## src/rtl/pi_ratio_accumulator_pkg.sv

```systemverilog
// Shared constants, divider state encoding and width helper for the pi estimator.
package pi_est_pkg;

  localparam int DEF_COORD_W = 9;
  localparam int DEF_RADIUS  = 480;
  localparam int DEF_CNT_W   = 20;
  localparam int DEF_FRAC_W  = 12;

  localparam int RADIUS_SQ = DEF_RADIUS * DEF_RADIUS;
  localparam int Q_W       = DEF_CNT_W + DEF_FRAC_W + 2;

  typedef enum logic [1:0] {
    ST_IDLE = 2'd0,
    ST_LOAD = 2'd1,
    ST_DIV  = 2'd2,
    ST_DONE = 2'd3
  } div_state_t;

  function automatic int q_width(input int cnt_w, input int frac_w);
    return cnt_w + frac_w + 2;
  endfunction

endpackage

```

## src/rtl/pi_ratio_accumulator_if.sv

```systemverilog
// Sample stream in, counters and pi estimate out; slave side is the accumulator.
interface pi_if #(
  parameter int COORD_W = 9,
  parameter int CNT_W   = 20,
  parameter int FRAC_W  = 12
);
  logic               sample_valid;
  logic [COORD_W-1:0] sample_x;
  logic [COORD_W-1:0] sample_y;
  logic               clear;
  logic [CNT_W-1:0]   inside_cnt;
  logic [CNT_W-1:0]   total_cnt;
  logic [FRAC_W+2:0]  pi_est;
  logic               pi_valid;
  logic               busy;
  logic               saturated;

  modport master (
    output sample_valid, sample_x, sample_y, clear,
    input  inside_cnt, total_cnt, pi_est, pi_valid, busy, saturated
  );

  modport slave (
    input  sample_valid, sample_x, sample_y, clear,
    output inside_cnt, total_cnt, pi_est, pi_valid, busy, saturated
  );
endinterface

```

## src/rtl/pi_ratio_accumulator_divider.sv

```systemverilog
// Unsigned restoring divider, one quotient bit per cycle, W cycles per quotient.
// o_done is high during the cycle that produces the last bit; o_quotient is final after that edge.
module seq_divider #(
  parameter int W = 34
) (
  input  logic         clk,
  input  logic         reset_n,
  input  logic         i_start,
  input  logic         i_abort,
  input  logic [W-1:0] i_dividend,
  input  logic [W-1:0] i_divisor,
  output logic [W-1:0] o_quotient,
  output logic         o_done
);
  localparam int CW = $clog2(W + 1);

  logic [W-1:0]  r_rem;
  logic [W-1:0]  r_quo;
  logic [W-1:0]  r_div;
  logic [CW-1:0] r_cnt;
  logic          r_run;
  logic [W:0]    w_shift;
  logic [W:0]    w_diff;
  logic          w_ge;

  always_comb begin
    w_shift = {r_rem, r_quo[W-1]};
    w_diff  = w_shift - {1'b0, r_div};
    w_ge    = (w_shift >= {1'b0, r_div});
  end

  always_ff @(posedge clk) begin
    if (!reset_n) begin
      r_rem <= '0;
      r_quo <= '0;
      r_div <= '0;
      r_cnt <= '0;
      r_run <= 1'b0;
    end else if (i_abort) begin
      r_cnt <= '0;
      r_run <= 1'b0;
    end else if (i_start) begin
      r_rem <= '0;
      r_quo <= i_dividend;
      r_div <= i_divisor;
      r_cnt <= CW'(W);
      r_run <= 1'b1;
    end else if (r_run) begin
      // Remainder stays below the divisor, so it always fits back into W bits.
      r_rem <= w_ge ? w_diff[W-1:0] : w_shift[W-1:0];
      r_quo <= {r_quo[W-2:0], w_ge};
      r_cnt <= r_cnt - CW'(1);
      if (r_cnt == CW'(1)) r_run <= 1'b0;
    end
  end

  assign o_quotient = r_quo;
  assign o_done     = r_run && (r_cnt == CW'(1));
endmodule

```

## src/rtl/pi_ratio_accumulator.sv

```systemverilog
// Classifies LFSR samples against a quarter circle, counts them, and divides the counts
// into a Q3.FRAC_W estimate of pi; 3-stage sample pipeline, divider runs in the background.
module pi_ratio_accumulator
  import pi_est_pkg::*;
#(
  parameter int COORD_W = DEF_COORD_W,
  parameter int RADIUS  = DEF_RADIUS,
  parameter int CNT_W   = DEF_CNT_W,
  parameter int FRAC_W  = DEF_FRAC_W
) (
  input  logic clk,
  input  logic reset_n,
  pi_if.slave  bus
);
  localparam int QW    = q_width(CNT_W, FRAC_W);
  localparam int SQ_W  = 2 * COORD_W;
  localparam int SUM_W = 2 * COORD_W + 1;
  localparam int PI_W  = FRAC_W + 3;
  localparam logic [COORD_W:0]   R_LIM    = (COORD_W + 1)'(RADIUS);
  localparam logic [SUM_W-1:0]   R_SQ     = SUM_W'(RADIUS * RADIUS);
  localparam logic [CNT_W-1:0]   CNT_LAST = {{(CNT_W-1){1'b1}}, 1'b0};
  localparam logic [PI_W-1:0]    PI_MAX   = '1;

  logic               r_s1_vld, r_s1_acc;
  logic [COORD_W-1:0] r_s1_x, r_s1_y;
  logic               r_s2_vld;
  logic [SQ_W-1:0]    r_s2_xsq, r_s2_ysq;
  logic               r_s3_vld, r_s3_in;
  logic [CNT_W-1:0]   r_inside, r_total;
  logic               r_sat, r_pend, r_pi_vld;
  logic [PI_W-1:0]    r_pi;
  div_state_t         r_state, w_next;

  logic [SQ_W-1:0]    w_xsq, w_ysq;
  logic [SUM_W-1:0]   w_sum;
  logic               w_upd, w_start, w_busy, w_div_done, w_quo_hi;
  logic [QW-1:0]      w_quo;

  assign w_xsq    = SQ_W'(r_s1_x) * SQ_W'(r_s1_x);
  assign w_ysq    = SQ_W'(r_s1_y) * SQ_W'(r_s1_y);
  assign w_sum    = {1'b0, r_s2_xsq} + {1'b0, r_s2_ysq};
  assign w_upd    = r_s3_vld && !r_sat;
  assign w_quo_hi = |w_quo[QW-1:PI_W];

  always_ff @(posedge clk) begin
    if (!reset_n || bus.clear) begin
      r_s1_vld <= 1'b0;
      r_s1_acc <= 1'b0;
      r_s1_x   <= '0;
      r_s1_y   <= '0;
      r_s2_vld <= 1'b0;
      r_s2_xsq <= '0;
      r_s2_ysq <= '0;
      r_s3_vld <= 1'b0;
      r_s3_in  <= 1'b0;
      r_inside <= '0;
      r_total  <= '0;
      r_sat    <= 1'b0;
      r_pend   <= 1'b0;
      r_pi     <= '0;
      r_pi_vld <= 1'b0;
    end else begin
      r_s1_vld <= bus.sample_valid;
      r_s1_acc <= ({1'b0, bus.sample_x} < R_LIM) && ({1'b0, bus.sample_y} < R_LIM);
      r_s1_x   <= bus.sample_x;
      r_s1_y   <= bus.sample_y;
      r_s2_vld <= r_s1_vld && r_s1_acc;
      r_s2_xsq <= w_xsq;
      r_s2_ysq <= w_ysq;
      r_s3_vld <= r_s2_vld;
      r_s3_in  <= (w_sum < R_SQ);
      if (w_upd) begin
        r_total  <= r_total + CNT_W'(1);
        r_inside <= r_inside + CNT_W'(r_s3_in);
        if (r_total == CNT_LAST) r_sat <= 1'b1;
      end
      // An update landing in the LOAD cycle missed the snapshot, so it stays pending.
      if (r_state == ST_LOAD) r_pend <= w_upd;
      else if (w_upd)         r_pend <= 1'b1;
      if (r_state == ST_DONE) begin
        r_pi     <= w_quo_hi ? PI_MAX : w_quo[PI_W-1:0];
        r_pi_vld <= 1'b1;
      end
    end
  end

  always_ff @(posedge clk) begin
    if (!reset_n || bus.clear) r_state <= ST_IDLE;
    else                       r_state <= w_next;
  end

  always_comb begin
    w_next  = r_state;
    w_start = 1'b0;
    w_busy  = 1'b0;
    case (r_state)
      ST_IDLE: if (r_pend && (r_total != '0)) w_next = ST_LOAD;
      ST_LOAD: begin
        w_start = 1'b1;
        w_busy  = 1'b1;
        w_next  = ST_DIV;
      end
      ST_DIV: begin
        w_busy = 1'b1;
        if (w_div_done) w_next = ST_DONE;
      end
      ST_DONE: w_next = ST_IDLE;
      default: w_next = ST_IDLE;
    endcase
  end

  seq_divider #(.W(QW)) u_div (
    .clk        (clk),
    .reset_n    (reset_n),
    .i_start    (w_start),
    .i_abort    (bus.clear),
    .i_dividend (QW'(r_inside) << (FRAC_W + 2)),
    .i_divisor  (QW'(r_total)),
    .o_quotient (w_quo),
    .o_done     (w_div_done)
  );

  assign bus.inside_cnt = r_inside;
  assign bus.total_cnt  = r_total;
  assign bus.pi_est     = r_pi;
  assign bus.pi_valid   = r_pi_vld;
  assign bus.busy       = w_busy;
  assign bus.saturated  = r_sat;
endmodule

```

## src/flat_wrapper.sv

```systemverilog
// flat-port wrapper written by rule: the top's interface ports become plain ports
module pi_ratio_accumulator_flat import pi_est_pkg::*;
#(
  parameter int COORD_W = DEF_COORD_W,
  parameter int RADIUS  = DEF_RADIUS,
  parameter int CNT_W   = DEF_CNT_W,
  parameter int FRAC_W  = DEF_FRAC_W
)
  (clk, reset_n, bus_sample_valid, bus_sample_x, bus_sample_y, bus_clear, bus_inside_cnt, bus_total_cnt, bus_pi_est, bus_pi_valid, bus_busy, bus_saturated);
  pi_if #(.COORD_W(COORD_W), .CNT_W(CNT_W), .FRAC_W(FRAC_W)) bus_i ();
  input  logic clk;
  input  logic reset_n;
  input wire logic [$bits(bus_i.sample_valid)-1:0] bus_sample_valid;
  input wire logic [$bits(bus_i.sample_x)-1:0] bus_sample_x;
  input wire logic [$bits(bus_i.sample_y)-1:0] bus_sample_y;
  input wire logic [$bits(bus_i.clear)-1:0] bus_clear;
  output wire logic [$bits(bus_i.inside_cnt)-1:0] bus_inside_cnt;
  output wire logic [$bits(bus_i.total_cnt)-1:0] bus_total_cnt;
  output wire logic [$bits(bus_i.pi_est)-1:0] bus_pi_est;
  output wire logic [$bits(bus_i.pi_valid)-1:0] bus_pi_valid;
  output wire logic [$bits(bus_i.busy)-1:0] bus_busy;
  output wire logic [$bits(bus_i.saturated)-1:0] bus_saturated;
  assign bus_i.sample_valid = bus_sample_valid;
  assign bus_i.sample_x = bus_sample_x;
  assign bus_i.sample_y = bus_sample_y;
  assign bus_i.clear = bus_clear;
  assign bus_inside_cnt = bus_i.inside_cnt;
  assign bus_total_cnt = bus_i.total_cnt;
  assign bus_pi_est = bus_i.pi_est;
  assign bus_pi_valid = bus_i.pi_valid;
  assign bus_busy = bus_i.busy;
  assign bus_saturated = bus_i.saturated;
  pi_ratio_accumulator #(.COORD_W(COORD_W), .RADIUS(RADIUS), .CNT_W(CNT_W), .FRAC_W(FRAC_W)) u_core (.clk(clk), .reset_n(reset_n), .bus(bus_i));
endmodule
```

## config.mk

```make
export PLATFORM = sky130hd
export DESIGN_NAME = pi_ratio_accumulator_flat
export DESIGN_NICKNAME = d
export VERILOG_FILES = /design/src/rtl/pi_ratio_accumulator_pkg.sv /design/src/rtl/pi_ratio_accumulator_if.sv /design/src/rtl/pi_ratio_accumulator_divider.sv /design/src/rtl/pi_ratio_accumulator.sv /design/src/flat_wrapper.sv
export SDC_FILE = /design/constraint.sdc
export NUM_CORES = 1
export LEC_CHECK = 0
export ABC_CLOCK_PERIOD_IN_PS = 8100
export CAP_MARGIN = 20
export CELL_PAD_IN_SITES_DETAIL_PLACEMENT = 1
export CELL_PAD_IN_SITES_GLOBAL_PLACEMENT = 1
export CORE_MARGIN = 4
export CORE_UTILIZATION = 50
export DETAILED_ROUTE_END_ITERATION = 6
export PLACE_DENSITY_LB_ADDON = 0.1
export SYNTH_ARGS = -nofsm -noshare
export SYNTH_HDL_FRONTEND = slang
export SYNTH_SLANG_ARGS = --single-unit
```

## constraint.sdc

```tcl
create_clock -name clk -period 8.1 [get_ports clk]
set_clock_uncertainty 0.05 [all_clocks]
set_input_delay 2.43 -clock clk [delete_from_list [all_inputs] [get_ports clk]]
set_output_delay 2.43 -clock clk [all_outputs]
set_load 0.05 [all_outputs]
```

* Yosys cells after proc, flatten, opt, wreduce, memory -nomap -nowiden *
Cells that the tools add are included.
W data, S select, Z words.

word-level totals
  register bits = 214
  bits in latches = 0
  RAM bits = 0
  ROM bits = 0
  input port bits = 22
  output and inout bits = 58
  word-level logic and storage cells = 80
  memories kept = 0

operators by class
  $add $sub $neg = 5
  multipliers = 2
  divide/modulo/power cells = 0
  $lt $le $gt $ge = 4
  equal/unequal tests = 7
  shift operators = 0
  multiplexer cells = 18
  bitwise operators = 2
  reductions and logical operators = 20

operators by type and width
  kind                     number
  $mux W34                 5
  $mul A9 B9 Y18           2
  $ge A35 B20 Y1           1
  $sub A34 B20 Y34         1
  $add A20 B1 Y20          1
  $add A20 B1 Y20 const B  1
  $eq A20 B20 Y1 const B   1
  $reduce_bool A20 Y1      1
  $add A18 B18 Y19         1
  $lt A19 B18 Y1 const B   1
  $reduce_or A19 Y1        1
  $lt A9 B9 Y1 const B     2
  $mux W15                 1
  $mux W6                  2
  $pmux W2 S4              1
  $reduce_and A2 Y1        4
  $mux W1                  7
  $eq A6 B1 Y1 const B     1
  $sub A6 B1 Y6 const B    1
  $logic_and A1 B1 Y1      5
  $eq A2 B2 Y1 const B     2
  $mux W2                  2
  $reduce_bool A2 Y1       2
  $reduce_or A2 Y1         2
  8 further kinds          10

* Depth between registers and ports, before layout *
Gate-level depths: netlist of the first run.

  word-level depth = 4
  depth in mapped cells = 20
  gate-level depth less buffers = 19

* Hierarchy *
A second synthesis of the first run with hierarchy kept.

second synthesis, totals
  cells, all modules = 1,728
  area total of the unflattened synthesis = 15,006.9 sq um

by module, submodules not included
  module                times used  cells an instance  area each (sq um)  seq. area each (sq um)
  pi_ratio_accumulator  1           945                8,433.1            2,302.2
  seq_divider           1           783                6,573.8            2,182.1

* Worst setup path after synthesis of the first run *
Ideal clock, no wire load.

  kind = flip-flop to flip-flop
  start = reg u_core.r_s1_x[6]
  end = reg u_core.r_s2_xsq[17]
  library setup time = 128 ps
  arrival = 4,423 ps
  required time = 7,922 ps
  slack = 3,499 ps
  stages on the path, launching flop included = 20
  path buffers = 1
  clock period less this slack = 4,601 ps
  cells stage by stage = dfxtp_1 > clkbuf_1 > and2_1 > inv_1 > fa_1 > inv_1 > fa_1 > inv_1 > fa_1 > fa_1 > inv_1 > ha_1 > o21ai_0 > o21ai_0 > a31oi_1 > o21ai_0 > o41ai_1 > o21ai_0 > xor2_1 > nor2_1

on the way
  word-level cells in the longest chain between the ends = 1

ends and longest elaborated chain
  element                 RTL line                    RTL
  from (decl)             pi_ratio_accumulator.sv:25  logic [COORD_W-1:0] r_s1_x, r_s1_y;
  from (signal assigned)  pi_ratio_accumulator.sv:65  r_s1_x <= bus.sample_x;
  $mul A9 B9 Y18          pi_ratio_accumulator.sv:39  assign w_xsq = SQ_W'(r_s1_x) * SQ_W'(r_s1_x);
  to (signal assigned)    pi_ratio_accumulator.sv:68  r_s2_xsq <= w_xsq;
  to (decl)               pi_ratio_accumulator.sv:27  logic [SQ_W-1:0] r_s2_xsq, r_s2_ysq;

No other way between the ends.
A chain may end at the register's enable or synchronous reset.

* Worst setup path in the final report of the first run *
  start = reg u_core.r_s1_y[6]
  end = reg u_core.r_s2_ysq[17]

on the way
  word-level cells in the longest chain between the ends = 1

ends and longest elaborated chain
  element                 RTL line                    RTL
  from (decl)             pi_ratio_accumulator.sv:25
  from (signal assigned)  pi_ratio_accumulator.sv:66  r_s1_y <= bus.sample_y;
  $mul A9 B9 Y18          pi_ratio_accumulator.sv:40  assign w_ysq = SQ_W'(r_s1_y) * SQ_W'(r_s1_y);
  to (signal assigned)    pi_ratio_accumulator.sv:69  r_s2_ysq <= w_ysq;
  to (decl)               pi_ratio_accumulator.sv:27

No other way between the ends.

==> flow_summary.ini, run 1 <==
[logic_synthesis]
ys_ff_latch = 210
syn_nets = 1790
synth.distinct_cells = 60
synth_area_per_cell_sq_um = 8.62
syn-cell-area_sq_um = 13700
ys_warn_count = 0
synth_ff_type = dfxtp_1
ys_seq_area_share_pct = 30.8
async_flop_share_pct = 0
synthCells = 1583
synth_edf_count = 0

[outcome]
status = complete, no violations

[die]
dieArea_sq_um = 30000
die_h_microns = 173
initial_core_util_pct = 50.8
pin_count = 80
rows = 60
fp.coreArea_sq_um = 26900
fp.dieW_microns = 173

[routing]
wl_per_cell_microns = 17.6
first_pass_iters = 4
via_count = 11200
ant_nets = 0
drtIter0Drc = 567
viasPerCell = 5.63
routed_wl_mm = 34.9
drcViolationCount = 0

[cts]
clock_path_buffers = 3
post-cts-setup-buffers = 0
numClockSinks = 210
cts-htree-levels = 1
cts_buffers = 25
hold_buffers = 0
ctsResizeCount = 0
clkTransAtPathRegs_ns = 0.06
clockRootBuffer = clkbuf_16
cts_tree = done
clkLatencyLatePin_ns = 0.54

[worst_setup_path]
start_kind = flip-flop
slowest_stage = fa_1
crit_buf_inv = 4
crit_fanout = 13
crit_type = reg2reg
crit_chain = and2_1, inv_1, fa_1, inv_1, fa_1, inv_1, fa_1, fa_1, inv_1, ha_1, o21ai_0, o21ai_0, a31oi_1, o21ai_0, o41ai_1, o21ai_0, xor2_1, nor2_1
path_depth = 18
reg2reg_depth = 18
worstPathArrival_ns = 5.62
cp-startpoint = u_core.r_s1_y[6]
critical_path.top_delay_family = adder cells
critPathMaxStageDelay_ns = 0.61
crit_required_ns = 8.45
r2r_slack_ns = 2.83
timing.rr.start = u_core.r_s1_y[6]
r2r_end = u_core.r_s2_ysq[17]
critPathCaptureType = flip-flop
worstSetupEndpoint = u_core.r_s2_ysq[17]

[sta]
rsz0062_at_grt = no
tightest_slew_ns = 1.04
max_freq_ghz = 0.190
period_needed_ns = 5.27
setup_viol = 0
hold_ws_ns = 0.402
hold_viol = 0
finalCritPeriodShare_pct = 65.1
tns_ns = 0
maxSlewViolCount = 0
slew_headroom_pct = 30.4

[final_layout]
antenna_cells = 0
final_cell_mix = 210 x dfxtp_1, 175 x nand2_1, 168 x inv_1
area_growth_pct = 14.2
stdcell_area_sq_um = 15600
final.fill_count = 3150
drive_above_1_share_pct = 4.74
layout_commonest_cell = dfxtp_1
final_nets = 1837

[grt]
grt_use_total_pct = 23.2
grt_pass1_wl_mm = 59.5
grt-ovfl-total = 0
grt_pass1_vias = 12100
grt_antenna_before_repair = 0
grt_max_degree = 65

[power_and_ir_drop]
vdd_ir_drop_max_uv = 186
powerDensity_nw_per_um2 = 153
p_leak_nw = 6.83

[place]
dpl-instance-area_sq_um = 14700
dp_hpwl_mm = 25.6
io_buffers = 79
gp_congestion = 0.858

[hold_path]
min-delay-path-class = reg2reg

[job]
max_cap_viol_count = 0
[worst min path at each step]
| stage | endpoint | slack [ns] | start | cells after the start |
|---|---|---|---|---|
| final | u_core.r_s3_vld | 0.40 | u_core.r_s2_vld | 1 |
| after global routing | u_core.r_s3_vld | 0.41 | u_core.r_s2_vld | 1 |
| after CTS | u_core.r_s3_vld | 0.40 | u_core.r_s2_vld | 1 |
| after detailed placement | u_core.r_s3_vld | 0.39 | u_core.r_s2_vld | 1 |
| after global placement | u_core.r_s3_vld | 0.36 | u_core.r_s2_vld | 1 |
| after floorplan | u_core.r_s3_vld | 0.36 | u_core.r_s2_vld | 1 |
[layout make-up]
class,instances,area (sq um),share of cell area [%]
inverters,169,634,4.07
multi-input cells,1137,8570,55.0
well taps,341,427,2.74
repair buffers,87,858,5.51
clock buffers,33,716,4.59
flip-flops and latches,210,4200,27.0
clock inverters,11,178,1.14
[Yosys cell counts, drive strengths merged, types with 4 or more instances]
| cell type | count | area [sq um] |
|---|---|---|
| nand2b | 10 | 62.6 |
| dfxtp | 210 | 4200 |
| nor2 | 113 | 424 |
| o21ai | 70 | 350 |
| or3 | 12 | 75.1 |
| nor4b | 4 | 35.0 |
| o211ai | 5 | 37.5 |
| nand2 | 175 | 657 |
| o21bai | 6 | 45.0 |
| xnor2 | 34 | 298 |
| buf | 11 | 53.8 |
| inv | 168 | 631 |
| xor2 | 61 | 534 |
| mux2i | 28 | 280 |
| o221a | 15 | 169 |
| o21a | 7 | 52.6 |
| and2 | 77 | 482 |
| nand3 | 42 | 210 |
| nor3 | 30 | 150 |
| and4 | 4 | 35.0 |
| nand4 | 17 | 106 |
| a21oi | 59 | 295 |
| nor2b | 14 | 87.6 |
| o211a | 22 | 220 |
| and3 | 11 | 68.8 |
| ha | 118 | 1480 |
| clkbuf | 56 | 210 |
| o41ai | 6 | 52.6 |
| a21o | 12 | 90.1 |
| fa | 67 | 1340 |
| a31oi | 5 | 31.3 |
| a32oi | 9 | 78.8 |
| a22o | 4 | 35.0 |
| nor4 | 20 | 140 |
| a21boi | 35 | 263 |
| a211oi | 11 | 87.6 |
[state kept, by name (all words and copies together), names as in the netlist, 2 cells and up]
signal	count
u_core.u_div.o_quotient	34
u_core.r_s1_x	9
u_core.r_s2_xsq	16
u_core.u_div.r_div	20
u_core.bus.total_cnt	20
u_core.r_s1_y	9
u_core.bus.inside_cnt	20
u_core.r_s2_ysq	16
u_core.u_div.r_cnt	6
u_core.r_state	2
u_core.u_div.r_rem	34
u_core.bus.pi_est	15
[routing by layer]
metal	GRT usage (%)	vias to the layer above	share of wire (%)
met3	3.08	50	3.4
met4	5.59	0	2.2
met5	0	-	0
met2	43.6	174	51
met1	28.2	5543	43
li1	-	5433	-
[worst register-to-register path, cell delays in order, from the launching register on]
cell and delay [ns]:
dfxtp_1 0.58, and2_1 0.25, inv_1 0.07, fa_1 0.61, inv_1 0.09, fa_1 0.51
inv_1 0.05, fa_1 0.48, fa_1 0.56, inv_1 0.06, ha_1 0.31, o21ai_0 0.11
o21ai_0 0.15, a31oi_1 0.26, o21ai_0 0.17, o41ai_1 0.40, o21ai_0 0.20, xor2_1 0.18
nor2_1 0.05
[cell families after synthesis]
logic type               after synthesis  synth area share (%)
AND/OR/NAND/NOR                      542                  19.3
XOR/XNOR                              95                  6.09
AO/OA/AOI/OAI                        287                  14.6
buffers and inverters                236                  6.58
multiplexers                          28                  2.05
adder cells (fa/ha/maj)              185                  20.6
flip-flops                           210                  30.8
[through the flow]
step	power, mW	utilization, %	setup slack, ns	cells
floorplan	1.15	-	3.50	1583
global placement	1.19	54.6	2.74	1943
detailed placement	1.20	54.6	2.71	1943
CTS	2.41	57.9	2.82	1987
global route	2.47	58.0	2.46	1988
finish	2.38	58.0	2.83	1988
[power by group]
| part | total (mW) | leakage (nW) | internal [mW] | switching [mW] |
|---|---|---|---|---|
| clock | 1.21 | 0.444 | 0.750 | 0.460 |
| sequential | 1.05 | 1.70 | 1.04 | 0.0118 |
| combinational | 0.119 | 4.70 | 0.0502 | 0.0691 |
| total | 2.38 | 6.83 | 1.84 | 0.541 |
Note: power is estimated with default switching activity, not from simulation.
==> run 2: changes to the inputs <==
Settings changed: ABC_CLOCK_PERIOD_IN_PS 8100 to 5200, CORE_UTILIZATION 50 to 47.
Clock period 8.1 ns to 5.2 ns, I/O delays scaled along.
==> run 2 against run 1 <==
Effect of this change: non-clock buffer count increased by 15; global-route usage down 1.5 points; die area is 6.1% higher; flip-flop and latch count did not move; core utilization down 3.1 points; final area increased by 1.1%; via count down 0.85%; highest routed layer unchanged.
==> flow_summary.ini, run 2 (synthesized netlist as in run 1, its figures left out) <==
[die]
fp.coreArea_sq_um = 28700
initial_core_util_pct = 47.6
dieArea_sq_um = 31800
pin_count = 80
rows = 62
fp.dieW_microns = 178
die_h_microns = 178

[worst_setup_path]
cp-startpoint = u_core.r_s1_x[1]
crit_type = reg2reg
worstPathArrival_ns = 5.23
critical_path.top_delay_family = adder cells
reg2reg_depth = 18
path_depth = 18
timing.rr.start = u_core.r_s1_x[1]
crit_fanout = 10
crit_required_ns = 5.56
slowest_stage = fa_1
crit_chain = and2_1, inv_1, fa_1, inv_1, fa_1, inv_1, fa_1, fa_1, inv_1, ha_1, o21ai_0, o21ai_0, a31oi_1, o21ai_0, o41ai_2, o21ai_0, xor2_1, nor2_1
critPathCaptureType = flip-flop
start_kind = flip-flop
critPathMaxStageDelay_ns = 0.54
crit_buf_inv = 4

[final_layout]
final_core_util_pct = 54.9
stdcell_area_sq_um = 15800
fin_cells = 2048
final_cell_mix = 208 x dfxtp_1, 175 x nand2_1, 168 x inv_1
drive_above_1_share_pct = 5.83
antenna_cells = 0
layout_commonest_cell = dfxtp_1
area_growth_pct = 15.4
final_nets = 1852

[cts]
clkTransAtPathRegs_ns = 0.06
cts_buffers = 25
clkLatencyLatePin_ns = 0.54
cts_tree = done
cts-htree-levels = 1
numClockSinks = 210
clockRootBuffer = clkbuf_16
clock_path_buffers = 3
hold_buffers = 0

[place]
dp_hpwl_mm = 26.1
dpl.cell_count = 2001
io_buffers = 79
dpl-instance-area_sq_um = 14800
post-place-ws_ns = 0.181
gp_congestion = 0.824

[routing]
wl_per_cell_microns = 16.7
drtIter0Drc = 445
viasPerCell = 5.42
routed_wl_mm = 34.2
first_pass_iters = 4
drcViolationCount = 0
ant_nets = 0
via_count = 11100

[hold_path]
min-delay-path-class = reg2reg
whs_path_depth = 1
hold_start = u_core.r_s1_acc

[power_and_ir_drop]
vdd_ir_drop_max_uv = 198
powerDensity_nw_per_um2 = 235
p_leak_nw = 6.93

[sta]
max_freq_ghz = 0.206
hold_ws_ns = 0.406
slew_headroom_pct = 42.1
tightest_slew_ns = 0.868
hold_viol = 0
period_needed_ns = 4.86
setup_slack_ns = 0.338
finalCritPeriodShare_pct = 93.5
maxSlewViolCount = 0
setup_viol = 0

[grt]
grt_max_degree = 53
grt_pass1_vias = 11600
grt_antenna_before_repair = 0
grt-ovfl-total = 0
grt_pass1_wl_mm = 57.2
grt_use_total_pct = 21.7

[outcome]
status = complete, no violations

[job]
max_cap_viol_count = 0
[run 2: changes by cell type in the layout (fill, tap and decap cells not counted), moves of 2 or more]
cell and change:
buf_4 +16, clkbuf_1 +2, clkinv_2 +2, dfxtp_1 -2, dfxtp_2 +2, o41ai_1 -2, o41ai_2 +2
[run 2: final cells by class]
class | count | area [sq um]
fillers | 3390 | 12900
multi-input cells | 1137 | 8590
flip-flops and latches | 210 | 4210
repair buffers | 102 | 958
clock buffers | 34 | 709
inverters | 169 | 634
well taps | 384 | 480
clock inverters | 12 | 179
[run 2: final timing paths]
path,slack (ns),end
setup / recovery,0.34,u_core.r_s2_xsq[17]
hold / removal,0.41,u_core.r_s2_vld
setup reg to reg,0.34,u_core.r_s2_xsq[17]
hold reg to reg,0.41,u_core.r_s2_vld
[run 2: power by group]
group	leakage, nW	internal [mW]	switching [mW]
Clock	0.443	1.16	0.718
Combinational	4.79	0.0804	0.112
Sequential	1.70	1.62	0.0123
[run 2: repair_timing]
action,CTS,global route
gates resized for setup,0,5
setup endpoints to repair,0,3
buffers inserted,0,1
[run 2: per-layer routing]
| metal | routed length, microns | global-route usage, % | up-vias |
|---|---|---|---|
| met5 | 0 | 0 | - |
| met4 | 699 | 4.54 | 0 |
| met3 | 1000 | 2.76 | 41 |
| met2 | 17500 | 40.0 | 118 |
| met1 | 15000 | 27.2 | 5486 |
| li1 | - | - | 5460 |
[run 2: stage by stage]
stage	setup TNS, ns	total power, mW
floorplan	0	1.80
global placement	0	1.86
detailed placement	0	1.87
CTS	0	3.75
global route	-0.00357	3.85
finish	0	3.70
